**config.mk**
```make
export PLATFORM = sky130hd
export DESIGN_NAME = parc_core_scoreboard
export DESIGN_NICKNAME = d
export VERILOG_FILES = /design/src/rtl/parc_scoreboard_pkg.sv /design/src/rtl/parc_scoreboard_entry.sv /design/src/rtl/parc_core_scoreboard.sv
export SDC_FILE = /design/constraint.sdc
export NUM_CORES = 1
export LEC_CHECK = 0
export BUFFER_PORTS_ARGS = -buffer_cell sky130_fd_sc_hd__buf_4
export CAP_MARGIN = 20
export CORE_MARGIN = 3
export CORE_UTILIZATION = 55
export CTS_CLUSTER_SIZE = 12
export DETAILED_ROUTE_END_ITERATION = 10
export PLACE_DENSITY = 0.7
export SETUP_SLACK_MARGIN = 0.2
export SLEW_MARGIN = 20
export SYNTH_ARGS = -nofsm -noshare
export SYNTH_HDL_FRONTEND = slang
export SYNTH_SLANG_ARGS = --single-unit
```
**constraint.sdc**
```tcl
create_clock -name clk -period 4.1 [get_ports clk]
set_clock_uncertainty 0.2 [all_clocks]
set_input_delay 0.205 -clock clk [delete_from_list [all_inputs] [get_ports clk]]
set_output_delay 0.205 -clock clk [all_outputs]
set_load 0.01 [all_outputs]
```
**src/rtl/parc_scoreboard_pkg.sv**
```systemverilog
// rtl/parc_scoreboard_pkg.sv - shared encodings and helpers for the PARC issue scoreboard
package parc_scoreboard_pkg;

    localparam int STAGE_W = 5;
    localparam int SLOT_W  = 4;

    localparam logic [1:0] FU_ALU = 2'd0;
    localparam logic [1:0] FU_MEM = 2'd1;
    localparam logic [1:0] FU_MUL = 2'd2;
    localparam logic [1:0] FU_ILL = 2'd3;

    localparam logic [2:0] RDY_ALU = 3'd0;
    localparam logic [2:0] RDY_MEM = 3'd1;
    localparam logic [2:0] RDY_MUL = 3'd3;

    localparam logic [2:0] BYP_RF  = 3'd0;
    localparam logic [2:0] BYP_X0  = 3'd1;
    localparam logic [2:0] BYP_X1  = 3'd2;
    localparam logic [2:0] BYP_X2  = 3'd3;
    localparam logic [2:0] BYP_X3  = 3'd4;
    localparam logic [2:0] BYP_W   = 3'd5;
    localparam logic [2:0] BYP_ROB = 3'd6;

    // The illegal encoding is treated as the slowest unit.
    function automatic logic [2:0] fu_ready_idx(input logic [1:0] fu);
        case (fu)
            FU_ALU:  return RDY_ALU;
            FU_MEM:  return RDY_MEM;
            default: return RDY_MUL;
        endcase
    endfunction

    function automatic logic [2:0] stage_byp_sel(input logic [STAGE_W-1:0] stage);
        case (stage)
            5'b00001: return BYP_X0;
            5'b00010: return BYP_X1;
            5'b00100: return BYP_X2;
            5'b01000: return BYP_X3;
            5'b10000: return BYP_W;
            default:  return BYP_ROB;
        endcase
    endfunction

endpackage

```
**src/rtl/parc_scoreboard_entry.sv**
```systemverilog
// rtl/parc_scoreboard_entry.sv - one register's producer tracking; PARC_SCOREBOARD_BYPASS_EN enables forwarding
module parc_scoreboard_entry
    import parc_scoreboard_pkg::*;
#(
    parameter int SW = SLOT_W
) (
    input  logic          clk,
    input  logic          reset,
    input  logic          set_i,
    input  logic [SW-1:0] set_slot_i,
    input  logic [1:0]    set_fu_i,
    input  logic          commit_wen_i,
    input  logic [SW-1:0] commit_slot_i,
    output logic          pending_o,
    output logic [SW-1:0] slot_o,
    output logic          available_o,
    output logic [2:0]    byp_sel_o
);

`ifdef PARC_SCOREBOARD_BYPASS_EN
    localparam bit BYPASS_EN = 1'b1;
`else
    localparam bit BYPASS_EN = 1'b0;
`endif

    logic               pending_q, pending_d;
    logic [SW-1:0]      slot_q, slot_d;
    logic [1:0]         fu_q, fu_d;
    logic [STAGE_W-1:0] stage_q, stage_d;
    logic [STAGE_W-1:0] ready_mask;

    always_comb begin
        pending_d = pending_q;
        slot_d    = slot_q;
        fu_d      = fu_q;
        stage_d   = {stage_q[STAGE_W-2:0], 1'b0};
        // A stale tag means a newer producer owns the register; keep it.
        if (commit_wen_i && pending_q && (slot_q == commit_slot_i))
            pending_d = 1'b0;
        if (set_i) begin
            pending_d = 1'b1;
            slot_d    = set_slot_i;
            fu_d      = set_fu_i;
            stage_d   = 5'b00001;
        end
    end

    always_ff @(posedge clk) begin
        if (reset) begin
            pending_q <= 1'b0;
            slot_q    <= '0;
            fu_q      <= FU_ALU;
            stage_q   <= '0;
        end else begin
            pending_q <= pending_d;
            slot_q    <= slot_d;
            fu_q      <= fu_d;
            stage_q   <= stage_d;
        end
    end

    assign ready_mask  = 5'b11111 << fu_ready_idx(fu_q);
    assign available_o = BYPASS_EN && ((stage_q == '0) || (|(stage_q & ready_mask)));
    assign byp_sel_o   = (BYPASS_EN && pending_q) ? stage_byp_sel(stage_q) : BYP_RF;
    assign pending_o   = pending_q;
    assign slot_o      = slot_q;

endmodule

```
**src/rtl/parc_core_scoreboard.sv**
```systemverilog
// rtl/parc_core_scoreboard.sv - D-stage issue scoreboard; forwarding gated by PARC_SCOREBOARD_BYPASS_EN
module parc_core_scoreboard
    import parc_scoreboard_pkg::*;
#(
    parameter int NREGS  = 32,
    parameter int NSLOTS = 16
) (
    input  logic                      clk,
    input  logic                      reset,
    input  logic                      inst_val_Dhl,
    input  logic                      rs0_ren,
    input  logic                      rs1_ren,
    input  logic [4:0]                rs0_addr,
    input  logic [4:0]                rs1_addr,
    input  logic                      rd_wen,
    input  logic [4:0]                rd_addr,
    input  logic [1:0]                fu_type,
    output logic                      rob_alloc_req_val,
    input  logic                      rob_alloc_req_rdy,
    input  logic [$clog2(NSLOTS)-1:0] rob_alloc_resp_slot,
    input  logic                      rob_commit_wen,
    input  logic [$clog2(NSLOTS)-1:0] rob_commit_slot,
    input  logic [4:0]                rob_commit_rf_waddr,
    output logic                      stall_Dhl,
    output logic [2:0]                op0_byp_sel,
    output logic [2:0]                op1_byp_sel,
    output logic [$clog2(NSLOTS)-1:0] op0_rob_slot,
    output logic [$clog2(NSLOTS)-1:0] op1_rob_slot
);

    localparam int SW = $clog2(NSLOTS);

    logic          pend  [NREGS];
    logic          avail [NREGS];
    logic [SW-1:0] slot  [NREGS];
    logic [2:0]    sel   [NREGS];

    logic raw0, raw1, alloc_hazard;

    // r0 is architecturally constant, so it never has a producer.
    assign pend[0]  = 1'b0;
    assign avail[0] = 1'b1;
    assign slot[0]  = '0;
    assign sel[0]   = BYP_RF;

    for (genvar r = 1; r < NREGS; r++) begin : g_ent
        parc_scoreboard_entry #(.SW(SW)) u_entry (
            .clk           (clk),
            .reset         (reset),
            .set_i         (rob_alloc_req_val && (rd_addr == 5'(r))),
            .set_slot_i    (rob_alloc_resp_slot),
            .set_fu_i      (fu_type),
            .commit_wen_i  (rob_commit_wen && (rob_commit_rf_waddr == 5'(r))),
            .commit_slot_i (rob_commit_slot),
            .pending_o     (pend[r]),
            .slot_o        (slot[r]),
            .available_o   (avail[r]),
            .byp_sel_o     (sel[r])
        );
    end

    assign raw0         = rs0_ren && (rs0_addr != 5'd0) && pend[rs0_addr] && !avail[rs0_addr];
    assign raw1         = rs1_ren && (rs1_addr != 5'd0) && pend[rs1_addr] && !avail[rs1_addr];
    assign alloc_hazard = rd_wen && !rob_alloc_req_rdy;

    assign stall_Dhl         = inst_val_Dhl && (raw0 || raw1 || alloc_hazard);
    assign rob_alloc_req_val = inst_val_Dhl && rd_wen && (rd_addr != 5'd0) && !stall_Dhl;

    assign op0_byp_sel  = sel[rs0_addr];
    assign op1_byp_sel  = sel[rs1_addr];
    assign op0_rob_slot = slot[rs0_addr];
    assign op1_rob_slot = slot[rs1_addr];

endmodule

```
==> results of run 1 <==
==> area by class of cell <==
type | instances | area (µm²) | share of cell area (%)
Multi-Input combinational cell | 766 | 7100 | 60.7
Tap cell | 260 | 325 | 2.78
Clock buffer | 19 | 453 | 3.87
Sequential cell | 155 | 3100 | 26.5
Timing Repair Buffer | 62 | 498 | 4.26
Inverter | 2 | 7.51 | 0.0642
Clock inverter | 13 | 214 | 1.83
==> metrics by stage <==
| stage | util [%] | setup slack [ns] | hold WS [ns] |
|---|---|---|---|
| final | 62.1 | 0.896 | 0.0839 |
| after global routing | 62.1 | 0.642 | 0.0955 |
| after CTS | 62.1 | 0.864 | 0.0721 |
| after detailed placement | 58.4 | 0.630 | 0.272 |
| after global placement | 58.4 | 0.701 | 0.257 |
| after floorplan | - | 1.22 | 0.211 |
==> layout by cell type (no fill, tap or decap), types with 3 or more instances in the layout <==
| master | count |
|---|---|
| nand3b_1 | 5 |
| xnor2_1 | 45 |
| nor3_1 | 8 |
| nand4_4 | 12 |
| nand3_1 | 29 |
| a22o_1 | 8 |
| o221ai_1 | 8 |
| or2_2 | 4 |
| nand2_1 | 21 |
| xor2_1 | 79 |
| dfxtp_1 | 155 |
| mux4_2 | 72 |
| nand4_1 | 12 |
| o21ai_0 | 5 |
| mux2_2 | 14 |
| mux2i_1 | 145 |
| conb_1 | 6 |
| buf_4 | 57 |
| nor2b_1 | 7 |
| o41ai_1 | 15 |
| dlygate4sd3_1 | 3 |
| or3_1 | 6 |
| nor4_1 | 12 |
| o31ai_1 | 5 |
| o22ai_1 | 5 |
| bufinv_16 | 5 |
| or4_1 | 4 |
| o21a_1 | 4 |
| clkbuf_16 | 17 |
| clkinv_4 | 4 |
| nand4_2 | 11 |
| nand2b_1 | 134 |
| nor2_1 | 33 |
| nand4b_1 | 3 |
| a21oi_1 | 35 |
==> synthesized netlist by cell type, drive strengths merged, types with 3 or more instances <==
cell type | count | area share (%)
clkbuf | 49 | 1.7
mux2i | 145 | 14
mux2 | 15 | 1.6
a21oi | 35 | 1.7
nor4 | 14 | 1.0
o221ai | 8 | 0.66
nand3 | 30 | 1.5
xor2 | 79 | 6.5
a22o | 8 | 0.66
o21a | 4 | 0.28
nand4b | 3 | 0.25
buf | 41 | 2.1
nor2 | 34 | 1.2
nor2b | 7 | 0.41
o31ai | 5 | 0.35
nand2 | 21 | 0.74
mux4 | 72 | 15
nand2b | 134 | 7.9
dfxtp | 155 | 29
nor3 | 9 | 0.47
o22ai | 5 | 0.30
xnor2 | 45 | 3.7
nand3b | 5 | 0.35
or4 | 4 | 0.28
or3 | 6 | 0.35
o41ai | 15 | 1.2
or2 | 4 | 0.24
nand4 | 35 | 4.4
o21ai | 5 | 0.24
==> worst register-to-register path, stage by stage (launching register included) <==
cell,delay [ns]
dfxtp_1,0.35
mux4_2,0.47
nand3b_1,0.10
o2111ai_1,0.17
o2111ai_4,0.67
buf_12,0.28
nand4_1,0.40
mux2i_1,0.29
==> final timing paths <==
kind                                     from                     endpoint  cells past startpoint  slack [ns]
setup / recovery                  rs0_addr[0]            rob_alloc_req_val                      8        0.90
hold / removal                     rd_addr[1]  g_ent[17].u_entry.pending_o                      4        0.08
setup reg to reg  g_ent[29].u_entry.pending_o  g_ent[13].u_entry.slot_o[0]                      7        1.09
hold reg to reg   g_ent[11].u_entry.pending_o  g_ent[11].u_entry.pending_o                      2        0.28
==> routing by layer <==
metal / up-vias / global-route usage (%) / routed length [µm]
met5: - / 0 / 0
met3: 34 / 7.33 / 2750
li1: 3672 / - / -
met4: 0 / 7.27 / 517
met1: 4083 / 44.5 / 13700
met2: 387 / 44.4 / 13700
==> power by group through the flow <==
stage	logic, mW	registers (mW)	clock network, mW
CTS	0.409	1.52	1.81
floorplan	0.287	1.55	0
global placement	0.402	1.55	0
finish	0.415	1.52	1.80
global route	0.439	1.52	1.88
detailed placement	0.406	1.55	0
==> state kept, by name (all words and copies together) (netlist names) <==
| signal | flops |
|---|---|
| g_ent.u_entry.pending_o | 31 |
| g_ent.u_entry.slot_o | 124 |
==> repair_timing <==
item | 4_1_cts | 5_1_grt
hold endpoints to repair | 3 | 0
gates resized for setup | 0 | 0
hold buffers | 3 | 0
==> cell families after synthesis <==
group,Yosys count,share of synthesized area (%)
AND/OR/NAND/NOR,314,19.8
flip-flops,155,29.3
buffers and inverters,92,3.95
XOR/XNOR,124,10.3
other,1,0.0354
multiplexers,232,30.6
AO/OA/AOI/OAI,90,5.96
==> flow_summary.json, run 1 <==
{
  "cp_common_cell": "buf_4",
  "final_hold_viol_count": 0,
  "grt_max_degree": 86,
  "vias_per_cell": 6.40,
  "clock_sinks": 155,
  "status": "complete, no violations",
  "grt_overflow": 0,
  "hold_path.class": "input port to flop",
  "ys.flop_type": "dfxtp_1",
  "yosysUniqueCellTypes": 56,
  "final_net_count": 1042,
  "drv_slew": 0,
  "die-area_um2": 20900,
  "antenna_found_initial": 0,
  "ys_ff_latch": 155,
  "cts-buffers-inserted": 17,
  "power_frac_comb_pct": 11.1,
  "num_rows": 50,
  "hpwl_um": 21400,
  "crit_type": "input port to primary output",
  "path_cells": "buf_4 -> mux4_2 -> nand3b_1 -> o2111ai_1 -> o2111ai_4 -> nand3_1 -> nor3_1 -> buf_4",
  "worst_pin_slew_ns": 0.755,
  "dp.cells": 1242,
  "clk_pin_slew_ns": 0.06,
  "synth_edf_count": 0,
  "fin_crit_sh_pct": 78.1,
  "rsz0062_at_grt": "no",
  "slowest_delay_ns": 0.67,
  "h-tree-depth": 4,
  "p_per_area_nw_per_um2": 319,
  "area_growth_syn_to_layout_pct": 10.5,
  "ys_warn_count": 0,
  "track_usage_pct": 30.0,
  "p_leak_nw": 4.87,
  "ir_drop_mv": 0.276,
  "fin_cells": 1277,
  "wl_per_cell_um": 24.0,
  "cp_max_fo": 33,
  "drt-initial-drc-count": 990,
  "crit_buf_inv": 2,
  "yosysSeqAreaShare_pct": 29.3,
  "ioPinCount": 54,
  "p_int_mw": 2.78,
  "syn_inst": 1008,
  "cts_tree": "done",
  "synthesis.area_um2": 10600,
  "cp-end-kind": "primary output",
  "setup_tns_ns": 0,
  "coreArea_um2": 18800,
  "cp.required_ns": 3.69,
  "num_vias": 8176,
  "grt_pass1_wl_um": 47500,
  "drive_gt1_share_pct": 21.0,
  "clk_latency_ns": 0.43,
  "period_needed_ns": 3.20,
  "clkPwrFrac_pct": 48.3,
  "crit_family": "compound AO/OA/AOI/OAI gates",
  "max-cap-violations": 0,
  "slew_headroom_pct": 49.7,
  "placed_area_um2": 11000,
  "die_w_um": 145,
  "gp_congestion": 0.905,
  "cp.arrival_ns": 2.80,
  "design_area_um2": 11700,
  "cp_slowest_cell": "o2111ai_4",
  "fmax_mhz": 312,
  "async_reset_ff_share_pct": 0,
  "drc": 0,
  "power_switching_mw": 0.949,
  "nFillCells": 1514,
  "avgSynthCellArea_um2": 10.5,
  "root_buffer": "clkbuf_16",
  "clock_path_buffers": 2,
  "total_power_mw": 3.73,
  "p_sw_share_pct": 25.4,
  "io_buffers": 45,
  "wirelength_um": 30700,
  "post_cts_buffers": 0,
  "start_util_pct": 56.2,
  "start_kind": "input port",
  "die_h_um": 145,
  "grt_pass1_vias": 7792,
  "drtAntennaViolNets": 0,
  "antenna_cells": 0,
  "firstDrtPassIters": 7,
  "setup_viol": 0,
  "pwr-share-seq_pct": 40.6
}
Power figures use the tool's default switching activity.
==> run 2, diff against run 1 <==
ABC_AREA = 1   (was unset)
PLACE_DENSITY = 0.72   (was 0.7)
clock period = 2.6 ns   (was 4.1 ns; I/O delays follow)
==> run 2 against run 1 <==
Against the previous run:
- sequential power increased by 57%
- routed wire length increased by 56%
- critical path depth decreased by 3
- final area increased by 11%
- final cell count increased by 63%
- die area increased by 5.1%
==> flow_summary.json, run 2 <==
{
  "status": "complete, no violations",
  "track_usage_pct": 42.2,
  "clk_latency_ns": 0.44,
  "grt_overflow": 0,
  "final_hold_viol_count": 0,
  "coreArea_um2": 19700,
  "reg2reg_slack_ns": 0.29,
  "fin_cells": 2086,
  "yosysUniqueCellTypes": 42,
  "endpoint": "op1_rob_slot[1]",
  "synth_edf_count": 0,
  "cts-buffers-inserted": 17,
  "area_growth_syn_to_layout_pct": 16.1,
  "antenna_cells": 0,
  "num_vias": 13500,
  "start_util_pct": 56.5,
  "die-area_um2": 22000,
  "wl_met2_um": 19900,
  "worst_pin_slew_ns": 0.674,
  "ys_ff_latch": 155,
  "rsz0062_at_grt": "yes",
  "io_buffers": 45,
  "ioPinCount": 54,
  "setup_tns_ns": 0,
  "route.met3.wl_um": 7390,
  "hpwl_um": 33200,
  "vias_per_cell": 6.46,
  "grt_max_degree": 120,
  "drv_slew": 0,
  "p_leak_nw": 4.45,
  "synthesis.area_um2": 11100,
  "wirelength_um": 48000,
  "synth_top_area_share_pct": 27.8,
  "synth_area_leaders": "dfxtp_1, a21oi_1, nand2_1, nand3_1, o21ai_0",
  "slew_headroom_pct": 55.1,
  "largest_reg_flops": 124,
  "max-cap-violations": 0,
  "syn_inst": 1778,
  "p_per_area_nw_per_um2": 478,
  "antenna_found_initial": 1,
  "r2r_cells": 13,
  "ys_warn_count": 0,
  "crit_type": "flop to primary output",
  "wl_per_cell_um": 23.0,
  "mostFrequentLayoutCell": "nand2_1",
  "grt_pass1_wl_um": 71400,
  "cp_max_fo": 4,
  "ys_top_cells_by_count": "nand2_1, a21oi_1, inv_1, nor2_1, nand3_1",
  "num_rows": 51,
  "yosysMostFrequentCell": "nand2_1",
  "clk_pin_slew_ns": 0.08,
  "clock_sinks": 155,
  "cp.arrival_ns": 2.08,
  "period_needed_ns": 2.41,
  "ir_drop_mv": 0.392,
  "met1_length_um": 18500,
  "cp-end-kind": "primary output",
  "clock_path_buffers": 2,
  "fin_crit_sh_pct": 92.8,
  "async_reset_ff_share_pct": 0,
  "cts_tree": "done",
  "grt_pass1_vias": 12100,
  "final_net_count": 1846,
  "yosysTopAreaCell": "dfxtp_1",
  "final_cell_mix": "nand2_1, a21oi_1, inv_1",
  "h-tree-depth": 4,
  "drt-initial-drc-count": 2130,
  "hold_path.class": "input port to flop",
  "seq_area_um2": 3120,
  "crit_path_start": "g_ent[22].u_entry.slot_o[1]",
  "maxUsedRoutingLayer": "met5",
  "die_h_um": 148,
  "yosysSeqAreaShare_pct": 27.8,
  "fmax_mhz": 414,
  "dp.cells": 2039,
  "whs_ns": 0.0109,
  "cp.required_ns": 2.27,
  "avgSynthCellArea_um2": 6.27,
  "drc": 0,
  "root_buffer": "clkbuf_16",
  "start_kind": "flop",
  "drtAntennaViolNets": 0,
  "nFillCells": 1859,
  "reg2reg_to": "g_ent[5].u_entry.slot_o[1]",
  "rr_startpoint": "g_ent[28].u_entry.pending_o",
  "die_w_um": 148,
  "ys.flop_type": "dfxtp_1",
  "gp_congestion": 1.04,
  "drive_gt1_share_pct": 12.8,
  "multi_input_area_um2": 6810,
  "setup_viol": 0,
  "firstDrtPassIters": 8
}
run 2: cell count changes after synthesis, sizes merged, moves of 72 or more:
cell,previous run,this run
nand2,21,272
nand3,30,169
mux4,72,0
xor2,79,4
inv,2,204
nand2b,134,0
nor2,34,184
a21oi,35,218
o21bai,0,88
o21ai,5,156
mux2i,145,0
run 2: cell families after synthesis:
kind of cell | after synthesis | share of synthesized area, %
simple gates | 641 | 25.0
compound gates | 605 | 32.4
buf+inv | 347 | 12.5
flops | 155 | 27.8
xor+xnor | 29 | 2.28
other cells | 1 | 0.0336
run 2: power by group:
| group | internal [mW] | leakage [nW] | switching [mW] |
|---|---|---|---|
| Clock | 1.46 | 0.290 | 1.18 |
| Sequential | 2.38 | 1.25 | 0.00903 |
| Combinational | 0.364 | 2.91 | 0.800 |
run 2: repair_timing:
| item | in CTS | in global routing |
|---|---|---|
| gates resized for setup | 22 | 41 |
| endpoints found under the hold margin | 53 | 0 |
| gates cloned | 0 | 3 |
| hold buffers | 8 | 0 |
| pin swaps | 4 | 11 |
| buffers inserted | 0 | 4 |
| setup endpoints to repair | 6 | 93 |
run 2: critical path, cell delays in order (launching register included):
cell and delay, ns:
dfxtp_1 0.38, o21ai_0 0.10, o21ai_0 0.47, a221oi_2 0.14, o211ai_1 0.35, buf_4 0.19
run 2: how the worst min path moves through the flow:
stage	from	end	cells after the start
2_1_floorplan	rob_alloc_resp_slot[0]	g_ent[10].u_entry.slot_o[0]	2
3_3_place_gp	g_ent[28].u_entry.pending_o	g_ent[28].u_entry.pending_o	2
3_5_place_dp	g_ent[30].u_entry.pending_o	g_ent[30].u_entry.pending_o	2
4_1_cts	rob_commit_rf_waddr[0]	g_ent[18].u_entry.pending_o	5
5_1_grt	rob_commit_rf_waddr[1]	g_ent[16].u_entry.pending_o	5
6_report	reset	g_ent[3].u_entry.pending_o	3
run 2: metal layers:
layer	global-route usage [%]	up-vias
met5	0	-
met4	18.4	2
met3	10.7	191
met2	61.7	1097
met1	58.8	6093
li1	-	6087
run 2: final cells by class:
type | count | area share [%]
Clock buffer | 18 | 3.31
Clock inverter | 14 | 1.33
Inverter | 213 | 6.17
Multi-Input combinational cell | 1282 | 52.6
Sequential cell | 155 | 24.1
Tap cell | 265 | 2.56
Timing Repair Buffer | 139 | 9.96
run 2: per-stage QoR:
| stage | utilization (%) | setup WS [ns] | instance area (µm²) | power (mW) |
|---|---|---|---|---|
| 6_report | 65.7 | 0.186 | 12900 | 6.19 |
| 5_1_grt | 65.7 | 0.134 | 12900 | 6.33 |
| 4_1_cts | 64.7 | 0.161 | 12800 | 6.10 |
| 3_5_place_dp | 61.0 | 0.208 | 12000 | 3.49 |
| 3_3_place_gp | 61.0 | 0.219 | 12000 | 3.48 |
| 2_1_floorplan | - | 0.653 | 11200 | 3.05 |
==> run 3, diff against run 2 <==
RECOVER_POWER = 50   (was unset)
SKIP_LAST_GASP = 1   (was unset)
TNS_END_PERCENT = 50   (was unset)
==> run 3 against run 2 <==
Against the previous run:
- final cell count is 0.48% higher
- final area increased by 0.15%
- worst hold slack improved by 0.0091 ns
- clock power about the same
- worst setup slack lost 0.012 ns
- routed wire length is 1.3% higher
- largest cell class unchanged
==> flow_summary.json, run 3 (synthesis results as in run 2) <==
{
  "ir_drop_mv": 0.393,
  "cp-end-kind": "primary output",
  "vias_per_cell": 6.47,
  "pwr-share-seq_pct": 38.5,
  "hpwl_um": 33200,
  "track_usage_pct": 42.2,
  "max-cap-violations": 0,
  "die-area_um2": 22000,
  "drc": 0,
  "drtAntennaViolNets": 0,
  "drv_slew": 0,
  "period_needed_ns": 2.43,
  "cp.required_ns": 2.27,
  "crit_type": "flop to primary output",
  "area_growth_syn_to_layout_pct": 16.3,
  "die_w_um": 148,
  "start_util_pct": 56.5,
  "final_hold_viol_count": 0,
  "coreArea_um2": 19700,
  "clkPwrFrac_pct": 42.7,
  "io_buffers": 45,
  "power_frac_comb_pct": 18.9,
  "grt_pass1_wl_um": 71500,
  "antenna_cells": 0,
  "final_cell_mix": "nand2_1, a21oi_1, inv_1",
  "drive_gt1_share_pct": 13.1,
  "wirelength_um": 48600,
  "clock_sinks": 155,
  "p_sw_share_pct": 32.3,
  "root_buffer": "clkbuf_16",
  "clk_pin_slew_ns": 0.08,
  "grt_pass1_vias": 12100,
  "placed_area_um2": 12000,
  "dp.cells": 2039,
  "grt_max_degree": 120,
  "p_int_mw": 4.20,
  "cp.arrival_ns": 2.10,
  "reg2reg_slack_ns": 0.22,
  "antenna_found_initial": 1,
  "gp_congestion": 1.04,
  "num_vias": 13600,
  "start_kind": "flop",
  "h-tree-depth": 4,
  "grt_overflow": 0,
  "num_rows": 51,
  "worst_pin_slew_ns": 0.660,
  "design_area_um2": 13000,
  "largest_reg_flops": 124,
  "setup_tns_ns": 0,
  "fin_cells": 2096,
  "ioPinCount": 54,
  "nFillCells": 1863,
  "hold_path.class": "input port to flop",
  "drt-initial-drc-count": 2298,
  "final_net_count": 1856,
  "firstDrtPassIters": 6,
  "fin_crit_sh_pct": 93.3,
  "cts-buffers-inserted": 17,
  "power_switching_mw": 2.00,
  "mostFrequentLayoutCell": "nand2_1",
  "setup_viol": 0,
  "fmax_mhz": 412,
  "die_h_um": 148,
  "rsz0062_at_grt": "yes",
  "status": "complete, no violations",
  "wl_per_cell_um": 23.2,
  "p_per_area_nw_per_um2": 479,
  "cts_tree": "done",
  "p_leak_nw": 4.47,
  "clk_latency_ns": 0.44,
  "cp_max_fo": 4,
  "slew_headroom_pct": 55.8,
  "clock_path_buffers": 2
}
==> run 3: changes by cell type in the layout (fill, tap and decap cells not counted), sizes merged <==
cell and delta:
nor2 +3, clkbuf +2, buf +5
==> run 3: area by class of cell <==
| type | instances | area [µm²] | area share (%) |
|---|---|---|---|
| clock buffer | 18 | 429 | 3.31 |
| clock inverter | 14 | 173 | 1.33 |
| inverter | 213 | 800 | 6.16 |
| multi-input combinational | 1285 | 6780 | 52.3 |
| sequential | 155 | 3120 | 24.0 |
| tap | 265 | 332 | 2.56 |
| timing repair buffer | 146 | 1340 | 10.3 |
==> run 3: worst paths after layout <==
kind | start | end | depth (start not counted)
max | g_ent[24].u_entry.slot_o[0] | op1_rob_slot[0] | 8
min | rob_commit_rf_waddr[0] | g_ent[18].u_entry.pending_o | 5
max reg2reg | g_ent[28].u_entry.pending_o | g_ent[5].u_entry.pending_o | 14
min reg2reg | g_ent[29].u_entry.pending_o | g_ent[29].u_entry.pending_o | 2
==> run 3: through the flow <==
stage	worst slack (ns)	hold slack (ns)	total power [mW]	util, %
detailed placement	0.208	0.261	3.49	61.0
global route	0.0488	0.0335	6.34	65.8
finish	0.174	0.0200	6.21	65.8
global placement	0.219	0.255	3.48	61.0
CTS	0.161	0.00642	6.10	64.6
floorplan	0.653	0.0944	3.05	-
==> run 3: power groups by stage <==
stage                     registers (mW)  logic, mW  clock network (mW)
after floorplan                     2.44      0.606                   0
final                               2.39       1.17                2.65
after global placement              2.44       1.04                   0
after detailed placement            2.44       1.05                   0
after CTS                           2.39       1.07                2.64
after global routing                2.39       1.22                2.73
==> run 3: metal layers <==
metal	vias to the layer above	share of wire, %	global-route usage [%]
met5	-	0	0
met4	0	4.6	18.6
met3	186	15	10.4
met2	1117	42	61.8
met1	6152	39	58.9
li1	6107	-	-
==> run 3: worst max-delay path, stage by stage, from the launching register on <==
cell and delay, ns:
dfxtp_2 0.34, inv_1 0.09, nor2_2 0.13, a21oi_2 0.07, o21ai_1 0.18, a221oi_2 0.05, or2_2 0.28, o211ai_1 0.33
buf_4 0.19
==> run 3: what timing repair did <==
action / 4_1_cts / 5_1_grt
pin swaps: 4 / 15
gates resized for setup: 20 / 41
buffers inserted: 0 / 11
hold buffers: 8 / 0
hold endpoints to repair: 53 / 0
endpoints found under the setup margin: 6 / 92
gates cloned: 0 / 6
